==> src/rtl/uart_pkg.sv <==
// Shared constants for the UART receive path: default byte width, FIFO pointer sizing,
// and the width of the optional dropped-byte counter.
package uart_pkg;

  localparam int unsigned UART_WIDTH = 8;
  localparam int unsigned DROP_CNT_W = 8;

  // Pointer width for a power-of-two FIFO depth
  function automatic int unsigned fifo_ptr_w(input int unsigned depth);
    return $clog2(depth);
  endfunction

endpackage

==> src/rtl/uart_fifo_mem.sv <==
// DEPTH x WIDTH register array: one synchronous write port and one combinational read port.
// The storage is deliberately not reset.
module uart_fifo_mem
  import uart_pkg::*;
#(
  parameter int unsigned WIDTH = UART_WIDTH,
  parameter int unsigned DEPTH = 16
) (
  input  logic                         clk,
  input  logic                         we,
  input  logic [fifo_ptr_w(DEPTH)-1:0] waddr,
  input  logic [WIDTH-1:0]             wdata,
  input  logic [fifo_ptr_w(DEPTH)-1:0] raddr,
  output logic [WIDTH-1:0]             rdata
);

  logic [WIDTH-1:0] mem_q [DEPTH];

  always_ff @(posedge clk) begin
    if (we) begin
      mem_q[waddr] <= wdata;
    end
  end

  assign rdata = mem_q[raddr];

endmodule

==> src/rtl/uart_rx_fifo.sv <==
// First-word-fall-through receive byte FIFO behind the UART receiver, with level flags and a
// sticky overflow flag. Define UART_RX_FIFO_DROP_CNT_EN to add the saturating drop_cnt output.
module uart_rx_fifo
  import uart_pkg::*;
#(
  parameter int unsigned WIDTH        = UART_WIDTH,
  parameter int unsigned DEPTH        = 16,
  parameter int unsigned AFULL_THRESH = 12
) (
  input  logic                       clk,
  input  logic                       reset,
  input  logic [WIDTH-1:0]           wr_data,
  input  logic                       wr_valid,
  output logic [WIDTH-1:0]           rd_data,
  output logic                       rd_valid,
  input  logic                       rd_ready,
  output logic [fifo_ptr_w(DEPTH):0] count,
  output logic                       full,
  output logic                       almost_full,
  output logic                       overflow,
  input  logic                       ovf_clr
`ifdef UART_RX_FIFO_DROP_CNT_EN
  ,
  output logic [DROP_CNT_W-1:0]      drop_cnt
`endif
);

  localparam int unsigned PW = fifo_ptr_w(DEPTH);
  localparam int unsigned CW = PW + 1;

  logic [PW-1:0]    wr_ptr_q, wr_ptr_d;
  logic [PW-1:0]    rd_ptr_q, rd_ptr_d;
  logic [CW-1:0]    count_q, count_d;
  logic             overflow_q, overflow_d;
  logic             push, pop, drop;
  logic [WIDTH-1:0] mem_rdata;

  // Status decoded from the registered count only
  assign rd_valid    = (count_q != '0);
  assign full        = (count_q == CW'(DEPTH));
  assign almost_full = (count_q >= CW'(AFULL_THRESH));
  assign count       = count_q;
  assign overflow    = overflow_q;
  assign rd_data     = rd_valid ? mem_rdata : '0;

  // A write into a full FIFO is still accepted when the head leaves in the same cycle
  assign pop  = rd_valid & rd_ready;
  assign push = wr_valid & (~full | pop);
  assign drop = wr_valid & full & ~pop;

  always_comb begin
    wr_ptr_d   = wr_ptr_q;
    rd_ptr_d   = rd_ptr_q;
    count_d    = count_q;
    overflow_d = drop | (overflow_q & ~ovf_clr);
    if (push) wr_ptr_d = wr_ptr_q + PW'(1);
    if (pop)  rd_ptr_d = rd_ptr_q + PW'(1);
    if (push && !pop) begin
      count_d = count_q + CW'(1);
    end else if (pop && !push) begin
      count_d = count_q - CW'(1);
    end
  end

  always_ff @(posedge clk or negedge reset) begin
    if (!reset) begin
      wr_ptr_q   <= '0;
      rd_ptr_q   <= '0;
      count_q    <= '0;
      overflow_q <= 1'b0;
    end else begin
      wr_ptr_q   <= wr_ptr_d;
      rd_ptr_q   <= rd_ptr_d;
      count_q    <= count_d;
      overflow_q <= overflow_d;
    end
  end

`ifdef UART_RX_FIFO_DROP_CNT_EN
  logic [DROP_CNT_W-1:0] drop_cnt_q, drop_cnt_d;

  // A drop in the clearing cycle restarts the count at one
  always_comb begin
    drop_cnt_d = drop_cnt_q;
    if (drop) begin
      if (ovf_clr) begin
        drop_cnt_d = DROP_CNT_W'(1);
      end else if (drop_cnt_q != '1) begin
        drop_cnt_d = drop_cnt_q + DROP_CNT_W'(1);
      end
    end else if (ovf_clr) begin
      drop_cnt_d = '0;
    end
  end

  always_ff @(posedge clk or negedge reset) begin
    if (!reset) begin
      drop_cnt_q <= '0;
    end else begin
      drop_cnt_q <= drop_cnt_d;
    end
  end

  assign drop_cnt = drop_cnt_q;
`endif

  uart_fifo_mem #(
    .WIDTH (WIDTH),
    .DEPTH (DEPTH)
  ) u_mem (
    .clk   (clk),
    .we    (push),
    .waddr (wr_ptr_q),
    .wdata (wr_data),
    .raddr (rd_ptr_q),
    .rdata (mem_rdata)
  );

endmodule

==> config.mk <==
export PLATFORM = sky130hd
export DESIGN_NAME = uart_rx_fifo
export DESIGN_NICKNAME = d
export VERILOG_FILES = /design/src/rtl/uart_pkg.sv /design/src/rtl/uart_fifo_mem.sv /design/src/rtl/uart_rx_fifo.sv
export SDC_FILE = /design/constraint.sdc
export NUM_CORES = 1
export LEC_CHECK = 0
export ABC_AREA = 1
export CAP_MARGIN = 5
export CORE_MARGIN = 2
export CORE_UTILIZATION = 25
export DETAILED_ROUTE_END_ITERATION = 10
export SYNTH_ARGS = -nofsm -noshare
export SYNTH_HDL_FRONTEND = slang
export SYNTH_SLANG_ARGS = --single-unit
==> constraint.sdc <==
create_clock -name clk -period 4.5 [get_ports clk]
set_input_delay 0.675 -clock clk [delete_from_list [all_inputs] [get_ports clk]]
set_output_delay 0.675 -clock clk [all_outputs]
set_load 0.01 [all_outputs]
# Word-level counts from Yosys, hierarchy flattened

Memories as Yosys holds them, arrays and structs flattened.
Index checks and enable logic that the tools add are counted.

Flip-flop bits (word level): 14
Memory bits (writable): 128
Bits of input ports: 13
Output and inout bits: 17
Word-level logic and storage cells: 32
Memories kept: 1

Memories:

| memory      | words | bits a word | read ports | clocked after Yosys merged registers in | wr ports | line                | text |
|---|---|---|---|---|---|---|---|
| u_mem.mem_q | 16    | 8           | 1          | 0                                       | 1        | uart_fifo_mem.sv:17 | `logic [WIDTH-1:0] mem_q [DEPTH];` |

Add/sub/neg operators: 4
Magnitude comparators: 1
Eq/ne operators: 1
Mux-type cells: 5
Bitwise gates (word level): 10
Reduce and logical (&&, ||, !) cells: 6

Operators by type and width:

| operator                                            | number |
|---|---|
| two-way mux 5 bit                                   | 2 |
| adder 4 x 1 -> 4 bit, second input constant         | 2 |
| two-way mux 8 bit                                   | 1 |
| adder 5 x 1 -> 5 bit, second input constant         | 1 |
| bitwise AND 1 bit                                   | 5 |
| == test 5 bit, second input constant                | 1 |
| >= comparator 5 x 4 -> 1 bit, second input constant | 1 |
| nonzero test 5 bit                                  | 1 |
| subtractor 5 x 1 -> 5 bit, second input constant    | 1 |
| NOT 1 bit                                           | 3 |
| logical AND 1 bit                                   | 2 |
| logical NOT 1 bit                                   | 2 |
| two-way mux 1 bit                                   | 2 |
| bitwise OR 1 bit                                    | 2 |
| nonzero test 2 bit                                  | 1 |

# Logic depth before layout (Yosys ltp)

Depth after elaboration: 8
Mapped depth: 16
Depth with buffers taken out: 16

# By module

A second synthesis with hierarchy kept.

Cell total of the unflattened synthesis: 668
Area, all modules: 6562.5 um^2

By module, submodules not included:

| module        | instances | cells each | area each (um^2) | sequential area each (um^2) |
|---|---|---|---|---|
| uart_fifo_mem | 1         | 543        | 5606.6           | 3843.7 |
| uart_rx_fifo  | 1         | 125        | 955.9            | 350.3 |

# Worst setup path after synthesis

OpenSTA, ideal clock, no wires.

Kind: flip-flop to flip-flop
From: reg count_q[2], in the netlist count[2]
To: reg count_q[4], in the netlist count[4]
Setup time: 0.117 ns
Arrival: 2.170 ns
Data required time: 4.383 ns
Path slack: 2.213 ns
Cell stages (with the launch flop): 15
Path buffers: 0
Clock period less this slack: 2.287 ns
Cells stage by stage: dfrtp_1 inv_1 nand4_4 nor2_4 nand2_2 nand2_4 inv_4 ha_1 fa_1 o21ai_1 a21oi_1 nand2_1 nand2_1 nand2_1 nand2_1

Cells in the longest elaborated chain, start to end: 7
Elaborated cells between the ends (all ways): 15
Classes of those cells: 2 x add/sub; 1 x eq/ne; 2 x mux; 4 x bitwise; 6 x reduce/logical

Ends and longest elaborated chain:

| item                                | line               | text |
|---|---|---|
| start: declaration                  | uart_rx_fifo.sv:33 | `logic [CW-1:0] count_q, count_d;` |
| start signal: assignment            | uart_rx_fifo.sv:74 | `count_q <= count_d;` |
| == test 5 bit *                     | uart_rx_fifo.sv:40 | `assign full = (count_q == CW'(DEPTH));` |
| via full                            | uart_rx_fifo.sv:18 | `output logic full,` |
| NOT 1 bit *                         | uart_rx_fifo.sv:48 | `assign push = wr_valid & (~full \| pop);` |
| bitwise OR 1 bit *                  | uart_rx_fifo.sv:48 |  |
| bitwise AND 1 bit *                 | uart_rx_fifo.sv:48 |  |
| via push                            | uart_rx_fifo.sv:35 | `logic push, pop, drop;` |
| logical NOT 1 bit                   | uart_rx_fifo.sv:60 | `end else if (pop && !push) begin` |
| logical AND 1 bit                   | uart_rx_fifo.sv:60 |  |
| nonzero test 2 bit (no source line) | --                 |  |

The timed path passes the listed nets; every way through them passes the cells marked *. The select of a mux whose other input is x is not followed.
A chain may end at the register's enable or synchronous reset.

# Final worst setup path

From: reg rd_ptr_q[0]
To: out rd_data[6]

Cells in the longest elaborated chain, start to end: 2

Ends and longest elaborated chain:

| item                     | line               | text |
|---|---|---|
| start: declaration       | uart_rx_fifo.sv:32 | `logic [PW-1:0] rd_ptr_q, rd_ptr_d;` |
| start signal: assignment | uart_rx_fifo.sv:73 | `rd_ptr_q <= rd_ptr_d;` |
| memory read (16 x 8 bit) | --                 |  |
| two-way mux 8 bit        | uart_rx_fifo.sv:44 | `assign rd_data = rd_valid ? mem_rdata : '0;` |
| end: declaration         | uart_rx_fifo.sv:14 | `output logic [WIDTH-1:0] rd_data,` |

Every way passes these cells.

==> results.md <==
Power and ir drop:
- The switching power summed over all nets is around 1.8 mW.
- The power share of the sequential group is 35.5%.
- Per report_power, the clock group accounts for between 20% and 30% of the total.
- The power per cell area is approximately 670 mW/mm^2.
- The fraction of power spent switching nets is between 30% and 40%.
- The combinational power share is 36.7%.
- The static power due to leakage is around 2.7 nW.
- The internal power of the cells totals a little over 3 mW.
- The worst voltage drop across the vdd grid is 0.321 mV.

Floorplanning:
- The die is roughly 160 um wide.
- Row generation in the floorplan step produced 57 rows.
- The region available for standard cell placement spans between 0.02 and 0.025 sq mm.
- The vertical die dimension is approximately 160 um.
- The die covers 0.0262 sq mm.
- The number of top-level design ports is 30.
- The initial utilization of the core area, before any placement, comes to 25.5%.

Global route:
- The via count of the first global-routing pass is 3720.
- The routing layer with the top usage in global route is met2.
- The global-route congestion overflow total is 0.
- The total global-route track usage is a little over a tenth.
- The fraction of met2 tracks used by global routing is between 15 and 20%.
- The wire length of the first global-routing pass is between 20 and 25 mm.
- For this run, global-route usage on met1 was measured as 14.8%.
- Entering global routing, the biggest net connects between 60 and 70 pins.
- For met3 alone, demand over resource in global routing was around 3.2%.
- The number of antenna violations at the first check in global routing is 0.

Status:
- The run finished with clean final reports.

Synth:
- After synthesis, the cell types taking the most area are edfxtp_1 62%, nand2_1 11%, nand3_1 8.2%.
- The fraction of post-synthesis cell area in the top cell type by area is between 60% and 70%.
- The top cell type by total area after synthesis is edfxtp_1.
- The count of distinct cell types in the synthesized netlist is 30.
- The Yosys step of the flow raised 0 warnings.
- The share of the Yosys chip area taken by registers is about two thirds.
- The post-synthesis net count is between 500 and 600.
- The mean instance size in the synthesized netlist is ~11 sq um.
- The number of cells produced by synthesis is 543.
- After synthesis, the share of flip-flops with an asynchronous set or reset is under 10%.
- Counting flops with a built-in enable in the synthesized netlist gives 128.
- The library cell with the highest instance count after synthesis is nand2_1.
- Among all flip-flop cells after synthesis, the most frequent one is edfxtp_1.
- The area of the mapped netlist is between 0.006 and 0.007 sq mm.
- The register bit count reported by yosys is 142.
- By count the netlist is led by 184 x nand2_1, 128 x edfxtp_1, 102 x nand3_1, 18 x nor2_1, 14 x dfrtp_1.

Critical path:
- The nature of the critical path endpoint is a primary output.
- The arrival time reported for the critical path endpoint is between 2 and 3 ns.
- The largest fanout of any net on the critical path is 47.
- The slack of the worst reg-to-reg path is just over 2 ns.
- The startpoint-to-endpoint class of the critical path is flip-flop to primary output.
- The required time reported for the critical path endpoint is roughly 3.8 ns.
- On the worst path, the slowest cell contributes a delay of about 0.57 ns.
- The most numerous cell type found on the critical path is nand2_1.
- The origin of the critical flop-to-flop path is count[2].
- For the worst flop-to-flop path, the logic depth is 15.
- The total stage count of the critical path is 9.
- The family with the most delay on the worst path is buffers and inverters.
- Among all stages on the critical path, the largest delay is contributed by clkdlybuf4s50_1.
- The signal on the critical path passes through inv_2 -> buf_4 -> nand2_1 -> nand3_1 -> nand3_1 -> nand2_1 -> nand2_1 -> a21oi_2 -> clkdlybuf4s50_1.
- The combined buffer and inverter count along the critical path is 3.
- The startpoint type of the worst setup path is a flip-flop.
- The terminus of the critical flop-to-flop path is count[4].

Drt:
- Dividing the detail-routed via count by the number of cells gives 4.37.
- In this run, the number of DRC markers left after iteration 0 of detailed routing was 327.
- The per-cell routed wire length is about 15 um.
- The overall routed net length is about 14 mm.
- Across all layers, the routed design uses around 4k vias.
- For this run, design rule violations remaining after detail routing come to 0.
- The number of nets with antenna violations after detailed routing is 0.
- The first-pass iteration count of the detailed router is 4.

Hold path:
- The worst min-delay path category is flip-flop to flip-flop.
- The launch point of the worst hold path is overflow.
- For hold timing, the worst endpoint is overflow.
- Counting instances, the worst hold path has a depth of 2.

Placement:
- At the end of routability-driven placement, the weighted congestion stood at slightly below 0.8.
- The sum of net half-perimeters after detailed placement is a little under 9 mm.
- Input and output buffers added on the ports amount to 29.

Timing:
- Counting I/O delays and the setup requirement, the final critical path takes roughly 3.6 ns.
- The worst relative slew slack is a little over 40%.
- On the final layout, the worst hold slack is roughly 0.52 ns.
- Setup violations remaining at the end of the flow were counted as 0.
- The actual transition at the worst max-transition pin is a little under 0.9 ns.
- The total count of max-transition violations in the final report was 0.
- Across the routed clock network, the largest skew measured is 0.00586 ns.
- The final critical path takes up roughly four fifths of the cycle.
- The timing-limited maximum frequency is around 0.28 GHz.
- Setup repair after global routing left no endpoint under its margin.
- The hold violation total from the final report is 0.
- The total negative setup slack is 0 ns.

CTS:
- Gates resized during post-CTS repair numbered 0.
- The number of buffers inserted for hold repair after clock tree synthesis is 0.
- The buffer cell driving the clock tree root is clkbuf_16.
- TritonCTS built the clock tree.
- The sink count of the clock tree is between 100 and 150.
- The H-tree level count is 4.
- The insertion delay of the later-clocked pin in the worst-skew pair is ~0.42 ns.
- The clock slew at the register clock pins of the worst setup and hold paths is around 0.060 ns.
- The number of buffers inserted during clock tree synthesis is 17.
- The maximum root-to-sink buffer count is 2.
- Post-CTS timing repair inserted 0 buffers for setup.

Flow run:
- Max-cap violations in this run came to 0.

Cells and area:
- The count of inserted antenna diode cells is 0.
- The relative area change from synthesis to final layout is 18.0%.
- The share of final-layout standard cells stronger than drive strength 1 is a little over a tenth.
- The number of nets in the layout is 593.
==> registers in the layout (all words and copies together), names as in the netlist <==
signal       cells
count            5
overflow         1
rd_ptr_q         4
u_mem.mem_q    128
wr_ptr_q         4
==> placed cells by master, fill, tap and decap left out, types with 9 or more instances in the layout <==
| master | count |
|---|---|
| a21oi_2 | 9 |
| clkbuf_16 | 17 |
| clkdlybuf4s50_1 | 29 |
| dfrtp_1 | 13 |
| edfxtp_1 | 128 |
| ha_1 | 10 |
| inv_1 | 13 |
| nand2_1 | 184 |
| nand3_1 | 102 |
| nor2_1 | 18 |
==> stage by stage <==
step | std cells | setup WS [ns] | instance area, sq um | utilization [%] | power, mW
detailed placement | 874 | 1.35 | 6770 | 27.7 | 3.56
floorplan | 543 | 2.21 | 6220 | - | 3.00
global route | 906 | 0.723 | 7340 | 30.1 | 5.18
global placement | 874 | 1.36 | 6770 | 27.7 | 3.55
finish | 906 | 0.900 | 7340 | 30.1 | 4.88
CTS | 906 | 0.900 | 7340 | 30.1 | 4.91
==> per-layer routing <==
layer / share of wire [%] / vias up
li1: - / 1915
met1: 45 / 1880
met2: 46 / 139
met3: 6.9 / 24
met4: 2.2 / 0
met5: 0 / -
==> tightest hold or removal path, delay by kind of cell (launching register included) <==
kind / cells / cell delay (ns)
flops: 1 / 0.37
compound gates: 1 / 0.06
buf+inv: 1 / 0.05
==> layout make-up <==
type / count / area [sq um]
Clock buffer: 17 / 425
Clock inverter: 15 / 149
Fill cell: 2443 / 17100
Inverter: 22 / 87.6
Multi-Input combinational cell: 354 / 1770
Sequential cell: 142 / 4200
Tap cell: 324 / 405
Timing Repair Buffer: 32 / 313
==> power groups by stage <==
stage / combinational [mW] / sequential [mW] / clock [mW]
after floorplan: 1.28 / 1.72 / 0
after global placement: 1.78 / 1.76 / 0
after detailed placement: 1.80 / 1.76 / 0
after CTS: 1.81 / 1.74 / 1.37
after global routing: 2.00 / 1.75 / 1.42
final: 1.79 / 1.74 / 1.35
==> logic make-up after synthesis <==
logic type               share of synthesized area [%]
AND/OR/NAND/NOR                                   22.5
flip-flops                                        67.4
adder cells (fa/ha/maj)                           2.33
buffers and inverters                             4.22
AO/OA/AOI/OAI                                     2.13
XOR/XNOR                                          1.39
==> worst max path at each step <==
stage          slack [ns]    endpoint         from
2_1_floorplan        2.21    count[4]     count[2]
4_1_cts              0.90  rd_data[5]  rd_ptr_q[0]
6_report             0.90  rd_data[6]  rd_ptr_q[0]
3_5_place_dp         1.35  rd_data[5]  rd_ptr_q[0]
5_1_grt              0.72  rd_data[2]  rd_ptr_q[0]
3_3_place_gp         1.36  rd_data[5]  rd_ptr_q[0]
Power figures use the tool's default switching activity.
